## config.mk

```make
export PLATFORM = sky130hd
export DESIGN_NAME = seq_mult_param_flat
export DESIGN_NICKNAME = d
export VERILOG_FILES = /design/src/rtl/seq_mult_param_if.sv /design/src/rtl/seq_mult_param.sv /design/src/flat_wrapper.sv
export SDC_FILE = /design/constraint.sdc
export NUM_CORES = 1
export LEC_CHECK = 0
export CAP_MARGIN = 20
export CORE_ASPECT_RATIO = 1.1
export CORE_UTILIZATION = 55
export CTS_CLUSTER_DIAMETER = 40
export CTS_CLUSTER_SIZE = 8
export DETAILED_ROUTE_END_ITERATION = 10
export PLACE_DENSITY = 0.87
export SLEW_MARGIN = 20
export SYNTH_ARGS = -nofsm -noshare
export SYNTH_HDL_FRONTEND = slang
export SYNTH_SLANG_ARGS = --single-unit
```

## constraint.sdc

```tcl
create_clock -name clk_i -period 3.3 [get_ports clk_i]
set_input_delay 0.825 -clock clk_i [delete_from_list [all_inputs] [get_ports clk_i]]
set_output_delay 0.825 -clock clk_i [all_outputs]
set_load 0.005 [all_outputs]
```

## src/rtl/seq_mult_param_if.sv

```systemverilog
`default_nettype none
// ============================================================================
//  Module   : seq_mult_param_if
//  Brief    : Request/response bundle for the sequential multiplier.
//             Signal names keep the multiplier's own port directions
//             (_i into the multiplier, _o out of it).
//             master = requester side, slave = multiplier side.
//  Revision : 1.0  initial release
// ============================================================================
interface seq_mult_param_if #(
    parameter int WIDTH = 8
);
    logic                 start_i;
    logic                 abort_i;
    logic [WIDTH-1:0]     a_i;
    logic [WIDTH-1:0]     b_i;
    logic                 busy_o;
    logic                 valid_o;
    logic [2*WIDTH-1:0]   result_o;

    modport master (
        output start_i, abort_i, a_i, b_i,
        input  busy_o, valid_o, result_o
    );

    modport slave (
        input  start_i, abort_i, a_i, b_i,
        output busy_o, valid_o, result_o
    );
endinterface
`default_nettype wire

```

## src/rtl/seq_mult_param.sv

```systemverilog
`default_nettype none
// ============================================================================
//  Module   : seq_mult_param
//  Brief    : Shift-and-add multiplier, one multiplier bit per cycle.
//             IDLE -> CALC (WIDTH cycles) -> DONE, with abort and
//             back-to-back restart from DONE.
//             Optional macro SEQ_MULT_SIGNED_EN selects two's complement
//             operands (sign-extended partial products, subtract on the
//             multiplier sign bit); default build is unsigned.
//  Revision : 1.0  initial release
// ============================================================================
module seq_mult_param #(
    parameter int WIDTH = 8
) (
    input  logic               clk_i,
    input  logic               rst_ni,
    seq_mult_param_if.slave    bus
);
    localparam int CNT_W = $clog2(WIDTH);
    localparam int PW    = 2 * WIDTH;

    typedef enum logic [1:0] {
        S_IDLE = 2'd0,
        S_CALC = 2'd1,
        S_DONE = 2'd2
    } state_t;

    state_t             state_q;
    logic [CNT_W-1:0]   cnt_q;
    logic [WIDTH-1:0]   a_q;
    logic [WIDTH-1:0]   b_q;
    logic [PW-1:0]      acc_q;
    logic               busy_q;
    logic               valid_q;

    logic [PW-1:0]      b_ext_d;
    logic [PW-1:0]      pp_d;
    logic [PW-1:0]      acc_d;
    logic               last_d;

    // Multiplicand widened to product width before shifting
`ifdef SEQ_MULT_SIGNED_EN
    assign b_ext_d = {{WIDTH{b_q[WIDTH-1]}}, b_q};
`else
    assign b_ext_d = {{WIDTH{1'b0}}, b_q};
`endif

    // Next accumulator value for the current iteration
    always_comb begin
        last_d = (cnt_q == CNT_W'(WIDTH - 1));
        pp_d   = b_ext_d << cnt_q;
        acc_d  = acc_q;
        if (a_q[cnt_q]) begin
`ifdef SEQ_MULT_SIGNED_EN
            // Multiplier sign bit carries weight -2^(WIDTH-1)
            if (last_d) begin
                acc_d = acc_q - pp_d;
            end else begin
                acc_d = acc_q + pp_d;
            end
`else
            acc_d = acc_q + pp_d;
`endif
        end
    end

    // Control FSM, datapath registers and registered status outputs
    always_ff @(posedge clk_i or negedge rst_ni) begin
        if (!rst_ni) begin
            state_q <= S_IDLE;
            cnt_q   <= '0;
            a_q     <= '0;
            b_q     <= '0;
            acc_q   <= '0;
            busy_q  <= 1'b0;
            valid_q <= 1'b0;
        end else begin
            case (state_q)
                S_IDLE: begin
                    acc_q <= '0;
                    cnt_q <= '0;
                    if (bus.start_i) begin
                        a_q     <= bus.a_i;
                        b_q     <= bus.b_i;
                        state_q <= S_CALC;
                        busy_q  <= 1'b1;
                    end
                end
                S_CALC: begin
                    if (bus.abort_i) begin
                        state_q <= S_IDLE;
                        acc_q   <= '0;
                        cnt_q   <= '0;
                        busy_q  <= 1'b0;
                    end else begin
                        acc_q <= acc_d;
                        if (last_d) begin
                            cnt_q   <= '0;
                            state_q <= S_DONE;
                            busy_q  <= 1'b0;
                            valid_q <= 1'b1;
                        end else begin
                            cnt_q <= cnt_q + 1'b1;
                        end
                    end
                end
                S_DONE: begin
                    if (bus.abort_i) begin
                        state_q <= S_IDLE;
                        acc_q   <= '0;
                        cnt_q   <= '0;
                        valid_q <= 1'b0;
                    end else if (bus.start_i) begin
                        // Restart directly without passing through IDLE
                        a_q     <= bus.a_i;
                        b_q     <= bus.b_i;
                        acc_q   <= '0;
                        cnt_q   <= '0;
                        state_q <= S_CALC;
                        busy_q  <= 1'b1;
                        valid_q <= 1'b0;
                    end
                end
                default: begin
                    state_q <= S_IDLE;
                    acc_q   <= '0;
                    cnt_q   <= '0;
                    busy_q  <= 1'b0;
                    valid_q <= 1'b0;
                end
            endcase
        end
    end

    assign bus.busy_o   = busy_q;
    assign bus.valid_o  = valid_q;
    assign bus.result_o = acc_q;

endmodule
`default_nettype wire
```

## src/flat_wrapper.sv

```systemverilog
// flat-port wrapper written by rule: the top's interface ports become plain ports
module seq_mult_param_flat 
#(
    parameter int WIDTH = 8
)
  (clk_i, rst_ni, bus_start_i, bus_abort_i, bus_a_i, bus_b_i, bus_busy_o, bus_valid_o, bus_result_o);
  seq_mult_param_if #(.WIDTH(WIDTH)) bus_i ();
  input  logic clk_i;
  input  logic rst_ni;
  input wire logic [$bits(bus_i.start_i)-1:0] bus_start_i;
  input wire logic [$bits(bus_i.abort_i)-1:0] bus_abort_i;
  input wire logic [$bits(bus_i.a_i)-1:0] bus_a_i;
  input wire logic [$bits(bus_i.b_i)-1:0] bus_b_i;
  output wire logic [$bits(bus_i.busy_o)-1:0] bus_busy_o;
  output wire logic [$bits(bus_i.valid_o)-1:0] bus_valid_o;
  output wire logic [$bits(bus_i.result_o)-1:0] bus_result_o;
  assign bus_i.start_i = bus_start_i;
  assign bus_i.abort_i = bus_abort_i;
  assign bus_i.a_i = bus_a_i;
  assign bus_i.b_i = bus_b_i;
  assign bus_busy_o = bus_i.busy_o;
  assign bus_valid_o = bus_i.valid_o;
  assign bus_result_o = bus_i.result_o;
  seq_mult_param #(.WIDTH(WIDTH)) u_core (.clk_i(clk_i), .rst_ni(rst_ni), .bus(bus_i));
endmodule
```

Word level (Yosys, flattened, before mapping). Index checks and enable logic that the tools add are counted.

Flip-flop bits (word level): 39. Input port bits: 20.

$add $sub $neg: 2. $lt $le $gt $ge: 1. Eq/ne operators: 9. Shifts and indexed selects: 1. Muxes and demuxes: 33. Bitwise logic cells: 1. Reduce and logical (&&, ||, !) cells: 6.

Operator list (count): 2-to-1 mux 16 bit (4); 2-to-1 mux 8 bit (4); one-hot mux 16 bit (2 select lines) (1); one-hot mux 8 bit (2 select lines) (2); adder 16 bit (1); left shift 8 x 3 -> 16 bit (1); 2-to-1 mux 3 bit (4); 2-to-1 mux 1 bit (9); 2-to-1 mux 2 bit (4); inequality test 3 x 2 -> 1 bit, second input constant (2); one-hot mux 1 bit (3 select lines) (2); one-hot mux 2 bit (3 select lines) (1); one-hot mux 3 bit (2 select lines) (1); AND reduction 2 bit (3); less-than comparator 3 x 4 -> 1 bit, second input constant (1); inequality test 2 bit, second input constant (2); AND reduction 4 bit (1); adder 3 x 1 -> 3 bit, second input constant (1); binary-select mux 1 bit (select 3 bit) (1); == test 3 bit, second input constant (1); inequality test 3 bit, second input constant (1); == test 2 x 1 -> 1 bit, second input constant (1); == test 2 bit, second input constant (1); logical NOT 2 bit (1); 3 further kinds (3).

Longest topological paths before layout. Gate-level depths: netlist of the first run.

Depth after elaboration: 5. Depth in mapped cells: 12.

Worst setup path before layout of the first run. No wires, ideal clock.

Path kind: register to register. Start: register u_core.cnt_q[1]. End: register u_core.acc_q[14] (netlist: u_core.bus.result_o[14]). Setup time: 0.122 ns. Data arrival time: 2.918 ns. Data required time: 3.178 ns. Slack: 0.261 ns. Stages on the path, launching flop included: 11. Buffers on the path: 1. Cells stage by stage: dfrtp_1 > buf_1 > mux2i_1 > mux2_2 > mux2i_1 > ha_1 > a21o_1 > a31o_1 > and3_4 > or4_1 > a32o_1.

Cells in the longest elaborated chain, start to end: 5. Elaborated cells between the ends (all ways): 9. Classes of those cells: add/sub: 1; eq/ne: 1; shift: 1; mux: 5; reduce/logical: 1.

RTL lines: start: declaration (line seq_mult_param.sv:29) `logic [CNT_W-1:0] cnt_q;`; start signal: assignment (line seq_mult_param.sv:103) `cnt_q <= cnt_q + 1'b1;`; left shift 8 x 3 -> 16 bit (line seq_mult_param.sv:51) `pp_d = b_ext_d << cnt_q;`; adder 16 bit (line seq_mult_param.sv:62) `acc_d = acc_q + pp_d;`; 2-to-1 mux 16 bit (line seq_mult_param.sv:53) `if (a_q[cnt_q]) begin`; 2-to-1 mux 16 bit (line seq_mult_param.sv:90) `if (bus.abort_i) begin`; one-hot mux 16 bit (2 select lines) (line seq_mult_param.sv:78) `case (state_q)`; end signal: assignment (line seq_mult_param.sv:80) `acc_q <= '0;`; end signal: assignment (line seq_mult_param.sv:92) `acc_q <= '0;`; end signal: assignment (line seq_mult_param.sv:96) `acc_q <= acc_d;`; end: declaration (line seq_mult_param.sv:32) `logic [PW-1:0] acc_q;`.

Several ways; a longest one is shown, not always the timed one. The select of a mux whose other input is x is not followed. A chain may end at the register's enable or synchronous reset.

Worst setup path in the final report of the first run. Same ends and word-level chain as after synthesis.

==> results.md, run 1 <==
* Worst vdd ir at 321.6 µV
* DRC viols at 0
* Buffer and inverter count on the worst path at 1
* Clock-pin slew on the worst setup and hold paths at roughly 0.080 ns
* Starting density of the core at 0.5737
* Synth Area in Simple Gates at 0.1449
* Final hold vios at 0
* CP required at 3.49 ns
* RSZ-0062 raised after global routing: false
* Post-synthesis async set-or-reset flop share at 1.000
* Hold_buf cts at 0
* Commonest non-fill, non-tap cell in the layout: dfrtp_1
* Pin count of the biggest net entering global routing at 40
* Drt total wl at 5798 µm
* Logic gate share of total power at 0.421
* Initial antenna violation count at 0
* Crit. End Element: flip-flop
* Number of synthesized flops with an enable pin at 0
* Number of synthesized register bits at 39
* Worst hold path type: reg -> reg
* Final WS setup at 0.2520 ns
* CTS tree: built
* Cell variety after synth at 48
* Pre-CTS setup slack at 0.2789 ns
* Final ANT Viol Nets at 0
* Worst skew pair latency at 0.30 ns
* Congestion Overflow GR at 0
* Initial DRC count at 149
* CP max FO at 9
* Critical Path Slowest Stage Cell: or4_1
* Crit-path max cell delay at roughly 0.5 ns
* Max cap viols at 0
* First drt pass iteration count at 6
* CTS root buffer: clkbuf_8
* Vias at 2,281
* GRT Util Overall at 0.2597
* CTS Buf Count at 5
* Post-synthesis area per instance at around 9.6 µm²
* Core Box Area at 0.004652 mm²
* Syn Inst Count at 277
* Rows at 26
* Mapped Area at ~0.0027 mm²
* Net Sw Frac at 0.3537
* CP startpoint kind: flip-flop
* Multi-input logic area at 0.001617 mm²
* Sequential power share at 0.363
* H-tree Lvls at 2
* CP arrival at 3.24 ns
* First-pass GRT wire length at 9784 µm
* Synth Area in Compound Gates at 0.2049
* Outcome: finished, final reports clean
* DIE AREA at 0.005135 mm²
* Vias per cell at 6.132
* Clock Skews at around 0.009 ns
* Fraction of power consumed by the clock network at 0.216
* Least-Margin Pin Slew at 0.8690 ns
* TNS Setup at 0 ns
* P_sw at about 0.65 mW
* Fin crit period at between 3 and 4 ns
* Die Wd at 68.42 µm
* Die Ht at 75.06 µm
* Clock tree buffer depth at 2
* Crit share post-route at 0.9236
* Layout Utilization at 0.6875
* Largest family of logic cells by synthesized area: compound AO/OA/AOI/OAI gates
* Post-cts resize count at 0
* WHS at approximately 0.5 ns
* Internal Power at ~1.2 mW
* Final Max Tran Viols at 0
* Antenna diodes at 0
* Final setup fails at 0
* Most frequent cells in the layout: dfrtp_1 (39), clkdlybuf4s50_1 (36), nand2_1 (31)
* Worst rel slew slack at 0.4206
* Fmax at 328.1 MHz
* WS Path Type: reg -> reg
* Avg WL per Cell at between 15 and 20 µm
* Crit-path leading delay family: compound AO/OA/AOI/OAI gates
* Critical Path, Cell by Cell: buf_4 > mux2i_1 > mux2_2 > o22ai_1 > ha_1 > a21o_1 > a31o_1 > and3_4 > or4_1 > a32o_1
* Pwr dens at 570.2 mW/mm²
* Syn-to-layout area delta at 19.83%
* Seq. cell area at 975.9 µm²
* Most used DFF post-synth: dfrtp_1
* Pwr Total at 1.824 mW
* Synth warn at 0
* Post-DP HPWL at between 4000 and 5000 µm
* Vias in the first global route at between 2,000 and 2,500
* Leak Pwr at 1.343 nW
* Setup Buffers After CTS at 0
* Post-Synth Adder-Cell Area at 0.08720
* Sequential fraction of the synthesis area at 0.3657
* Share of post-route cells with drive strength above 1 at 0.1329
* Top Ports at 38
* Synthesized net count at 315
* Mux contribution to synthesized area at 0.1458
* Gpl congestion at between 0.8 and 0.9
* Final net count at approximately 350
* Number of clock sinks at 39
* FILL cells at 380
* Post-Synth XOR/XNOR Area at 0.02297
* IO buf count at 37
-- power groups by stage --
stage          logic (mW)  clock network, mW  registers [mW]
6_report            0.767              0.394           0.662
5_1_grt             0.852              0.428           0.679
4_1_cts             0.761              0.406           0.663
3_5_place_dp        0.754                  0           0.673
3_3_place_gp        0.742                  0           0.668
2_1_floorplan       0.547                  0           0.647
-- final timing paths --
kind                                        startpoint                                   to  slack [ns]  depth (start not counted)
max reg2reg                u_core.cnt_q[1]$_DFFE_PN0P_  u_core.bus.result_o[14]$_DFFE_PN0P_        0.25                         10
min in group asynchronous                       rst_ni   u_core.bus.result_o[8]$_DFFE_PN0P_        0.64                          1
max in group asynchronous                       rst_ni  u_core.bus.result_o[15]$_DFFE_PN0P_        2.11                          1
min reg2reg                  u_core.a_q[4]$_DFFE_PN0P_            u_core.a_q[4]$_DFFE_PN0P_        0.51                          1
min                          u_core.a_q[4]$_DFFE_PN0P_            u_core.a_q[4]$_DFFE_PN0P_        0.51                          1
max                        u_core.cnt_q[1]$_DFFE_PN0P_  u_core.bus.result_o[14]$_DFFE_PN0P_        0.25                         10
-- worst reg2reg max path, delay by kind of cell, from the launching register on --
kind            cells  cell delay, ns
compound gates      4            0.84
buf+inv             1            0.21
mux                 2            0.44
simple gates        2            0.69
flops               1            0.45
fa+ha+maj           1            0.32
-- metal layers --
metal | vias to the layer above | part of all wire | GRT usage
li1 | 1106 | - | -
met1 | 1090 | 0.44 | 0.3102
met2 | 68 | 0.48 | 0.4390
met3 | 17 | 0.041 | 0.05606
met4 | 0 | 0.031 | 0.1250
met5 | - | 0 | 0
-- registers in the layout, indices dropped and copies added, names as in the netlist --
| name | flops |
|---|---|
| u_core.bus.busy_o | 1 |
| u_core.b_q | 8 |
| u_core.cnt_q | 3 |
| u_core.bus.result_o | 16 |
| u_core.a_q | 8 |
| u_core.state_q | 2 |
| u_core.bus.valid_o | 1 |
-- stage by stage --
stage | std cells | cell area, µm²
final | 372 | 3198
after global routing | 372 | 3198
after CTS | 372 | 3198
after detailed placement | 365 | 3092
after global placement | 365 | 3092
after floorplan | 277 | 2669
-- final cells by class --
class	instances	area share
Multi-Input combinational cell	220	0.5055
Tap cell	56	0.02191
Inverter	9	0.01056
Timing Repair Buffer	41	0.1236
Clock buffer	5	0.02152
Sequential cell	39	0.3052
Clock inverter	2	0.01174
-- synthesized netlist by cell type, types with 2 or more instances --
cell type | n | area share
xor2_1 | 4 | 0.013
o22ai_1 | 5 | 0.012
and2_1 | 3 | 0.0070
nor3_1 | 5 | 0.0094
a21boi_0 | 3 | 0.0084
nand2_1 | 31 | 0.044
nand2b_1 | 6 | 0.014
and3_1 | 3 | 0.0070
a31oi_1 | 8 | 0.019
o21a_1 | 4 | 0.011
mux2_2 | 21 | 0.089
clkbuf_1 | 6 | 0.0084
nor2_1 | 13 | 0.018
a21oi_1 | 15 | 0.028
o211ai_2 | 3 | 0.014
a22o_1 | 2 | 0.0066
o211ai_1 | 2 | 0.0056
o21ai_0 | 21 | 0.039
o2111ai_1 | 4 | 0.013
mux2i_1 | 13 | 0.049
a32o_1 | 2 | 0.0075
inv_1 | 8 | 0.011
nand3_1 | 4 | 0.0075
xnor2_1 | 3 | 0.0098
dfrtp_1 | 39 | 0.37
or3_1 | 5 | 0.012
ha_1 | 17 | 0.080
a21o_1 | 4 | 0.011
nor2b_1 | 4 | 0.0094
-- cells by family (layout without fill, tap and decap cells) --
logic type                 after synthesis  in the layout
and+or+nand+nor                         79             79
xor gates and xnor gates                 7              7
adders and majority gates               18             18
muxes                                   35             35
AOI/OAI and AO/OA                       81             81
buffers and inverters                   18             57
DFF                                     39             39
(Power assumes the default switching activity.)
==> run 2: changes to the inputs <==
--- a/constraint.sdc
+++ b/constraint.sdc
@@ -3,2 +3,2 @@
 set_output_delay 0.825 -clock clk_i [all_outputs]
-set_load 0.005 [all_outputs]
+set_load 0.01 [all_outputs]
==> results of run 2 <==
The final DEF is identical to that of run 1. Status: finished, final reports clean.
Main changes from that run: total power 1.824 mW -> 1.836 mW; worst IR drop on VDD 321.6 µV -> 322.3 µV
==> run 3: changes to the inputs <==
CORE_MARGIN = 2   (was not set)
CORE_UTILIZATION = 57   (was 55)
CTS_BUF_LIST = sky130_fd_sc_hd__clkbuf_2 sky130_fd_sc_hd__clkbuf_4 sky130_fd_sc_hd__clkbuf_8   (was not set)
PLACE_DENSITY = 0.9   (was 0.87)
SKIP_CTS_REPAIR_TIMING = 1   (was not set)
==> results.md, run 3 (same netlist as run 1, synthesis figures left out) <==
* Outcome: finished, final reports clean (unchanged)
* CP arrival at 3.28 ns (was 3.24 ns)
* Vias at 2,288 (was 2,281)
* CP startpoint kind: flip-flop (unchanged)
* Clock-pin slew on the worst setup and hold paths at 0.08 ns (about the same)
* Most frequent cells in the layout: dfrtp_1 (39), clkdlybuf4s50_1 (36), nand2_1 (31) (unchanged)
* Clock Skews at 0.002523 ns (was 0.009063 ns)
* Pwr Total at 1.903 mW (was 1.836 mW)
* GRT Util Overall at 0.2609 (was 0.2597)
* Top Ports at 38 (unchanged)
* P_sw at 0.6936 mW (was 0.6568 mW)
* Worst vdd ir at 338.9 µV (was 322.3 µV)
* First drt pass iteration count at 4 (was 6)
* Clock tree buffer depth at 2 (unchanged)
* Worst hold path type: reg -> reg (unchanged)
* Sequential power share at 0.349 (was 0.361)
* RSZ-0062 raised after global routing: false (unchanged)
* DIE AREA at 0.005246 mm² (was 0.005135 mm²)
* Die Wd at 69.24 µm (was 68.42 µm)
* Least-Margin Pin Slew at 0.8902 ns (was 0.8690 ns)
* Starting density of the core at 0.5818 (was 0.5737)
* Number of clock sinks at 39 (unchanged)
* Avg WL per Cell at 17.01 µm (was 15.59 µm)
* Net Sw Frac at 0.3645 (was 0.3577)
* IO buf count at 37 (unchanged)
* Final ANT Viol Nets at 0 (unchanged)
* Initial DRC count at 217 (was 149)
* Max cap viols at 0 (unchanged)
* Fraction of power consumed by the clock network at 0.230 (was 0.214)
* CTS tree: built (unchanged)
* Crit share post-route at 0.9370 (was 0.9236)
* Vias in the first global route at 2,212 (was 2,193)
* Final setup fails at 0 (unchanged)
* Final Max Tran Viols at 0 (unchanged)
* Pin count of the biggest net entering global routing at 40 (unchanged)
* Leak Pwr at 1.360 nW (was 1.343 nW)
* CP max FO at 8 (was 9)
* CTS root buffer: clkbuf_8 (unchanged)
* Initial antenna violation count at 0 (unchanged)
* First-pass GRT wire length at 10,640 µm (was 9784 µm)
* Worst rel slew slack at 0.4065 (was 0.4206)
* CTS Buf Count at 5 (unchanged)
* Final net count at 355 (was 354)
* Layout Utilization at 0.7021 (was 0.6875)
* Drt total wl at 6361 µm (was 5798 µm)
* Logic gate share of total power at 0.421 (was 0.425)
* Fin crit period at 3.092 ns (was 3.048 ns)
* Antenna diodes at 0 (unchanged)
* Post-DP HPWL at 4793 µm (was 4375 µm)
* Pwr dens at 590.9 mW/mm² (was 574.1 mW/mm²)
* H-tree Lvls at 2 (unchanged)
* Commonest non-fill, non-tap cell in the layout: dfrtp_1 (unchanged)
* TNS Setup at 0 ns (unchanged)
* WS Path Type: reg -> reg (unchanged)
* Crit. End Element: flip-flop (unchanged)
* Largest register FFs at 16 (unchanged)
* Syn-to-layout area delta at 20.68% (was 19.83%)
* DRC viols at 0 (unchanged)
* Vias per cell at 6.118 (was 6.132)
* Internal Power at 1.209 mW (was 1.179 mW)
* Share of post-route cells with drive strength above 1 at 0.1384 (was 0.1329)
* Rows at 26 (unchanged)
* Congestion Overflow GR at 0 (unchanged)
* Final hold vios at 0 (unchanged)
* Die Ht at 75.77 µm (was 75.06 µm)
* CP required at 3.49 ns (about the same)
* Worst skew pair latency at 0.30 ns (about the same)
* Gpl congestion at 0.9337 (was 0.8651)
* Core Box Area at 0.004587 mm² (was 0.004652 mm²)
* Fmax at 323.4 MHz (was 328.1 MHz)
[run 3: cell types whose count changed in the layout (fill, tap and decap cells not counted), sizes merged]
cell	delta
clkbuf	+1
inv	+1
clkinvlp	-1
buf	+1
[run 3: path summary, 6_finish.rpt]
| check | startpoint | end | slack, ns | depth (start not counted) |
|---|---|---|---|---|
| hold reg to reg | u_core.a_q[2]$_DFFE_PN0P_ | u_core.a_q[2]$_DFFE_PN0P_ | 0.51 | 1 |
| hold / removal | u_core.a_q[2]$_DFFE_PN0P_ | u_core.a_q[2]$_DFFE_PN0P_ | 0.51 | 1 |
| max in group asynchronous | rst_ni | u_core.bus.result_o[11]$_DFFE_PN0P_ | 2.10 | 1 |
| min in group asynchronous | rst_ni | u_core.bus.result_o[5]$_DFFE_PN0P_ | 0.64 | 1 |
| setup reg to reg | u_core.cnt_q[1]$_DFFE_PN0P_ | u_core.bus.result_o[14]$_DFFE_PN0P_ | 0.21 | 9 |
| setup / recovery | u_core.cnt_q[1]$_DFFE_PN0P_ | u_core.bus.result_o[14]$_DFFE_PN0P_ | 0.21 | 9 |
[run 3: worst max-delay path, stage by stage, from the launching register on]
cell and delay [ns]:
dfrtp_1 0.54, mux2_2 0.39, o21ai_0 0.22, mux2i_1 0.12, ha_1 0.31, a21o_1 0.20
a31o_1 0.26, and3_4 0.19, or4_1 0.49, a32o_1 0.26
[run 3: metal layers]
metal,global-route usage,routed length (µm)
met5,0,0
met1,0.3218,2707
met2,0.4605,3208
met3,0.05556,296
met4,0.09586,149
[run 3: power groups by stage]
stage | clock (mW) | combinational, mW | sequential, mW
5_1_grt | 0.466 | 0.878 | 0.680
6_report | 0.438 | 0.800 | 0.665
3_5_place_dp | 0 | 0.785 | 0.674
4_1_cts | 0.445 | 0.794 | 0.663
3_3_place_gp | 0 | 0.760 | 0.666
2_1_floorplan | 0 | 0.547 | 0.659
[run 3: cell type report]
cell class,count,area (µm²)
flip-flops and latches,39,975.9
clock inverters,2,38.79
repair buffers,42,402.9
inverters,9,33.78
well taps,56,70.07
clock buffers,6,82.58
fillers,362,1366
multi-input cells,220,1617
[run 3: per-stage QoR]
step	setup slack (ns)	instance area [µm²]	hold WS, ns	std cells
global route	0.02482	3221	0.5317	374
detailed placement	0.1816	3099	0.4929	366
global placement	0.3050	3099	0.4872	366
finish	0.2078	3221	0.5102	374
floorplan	0.2608	2669	0.4787	277
CTS	0.2009	3221	0.5128	374
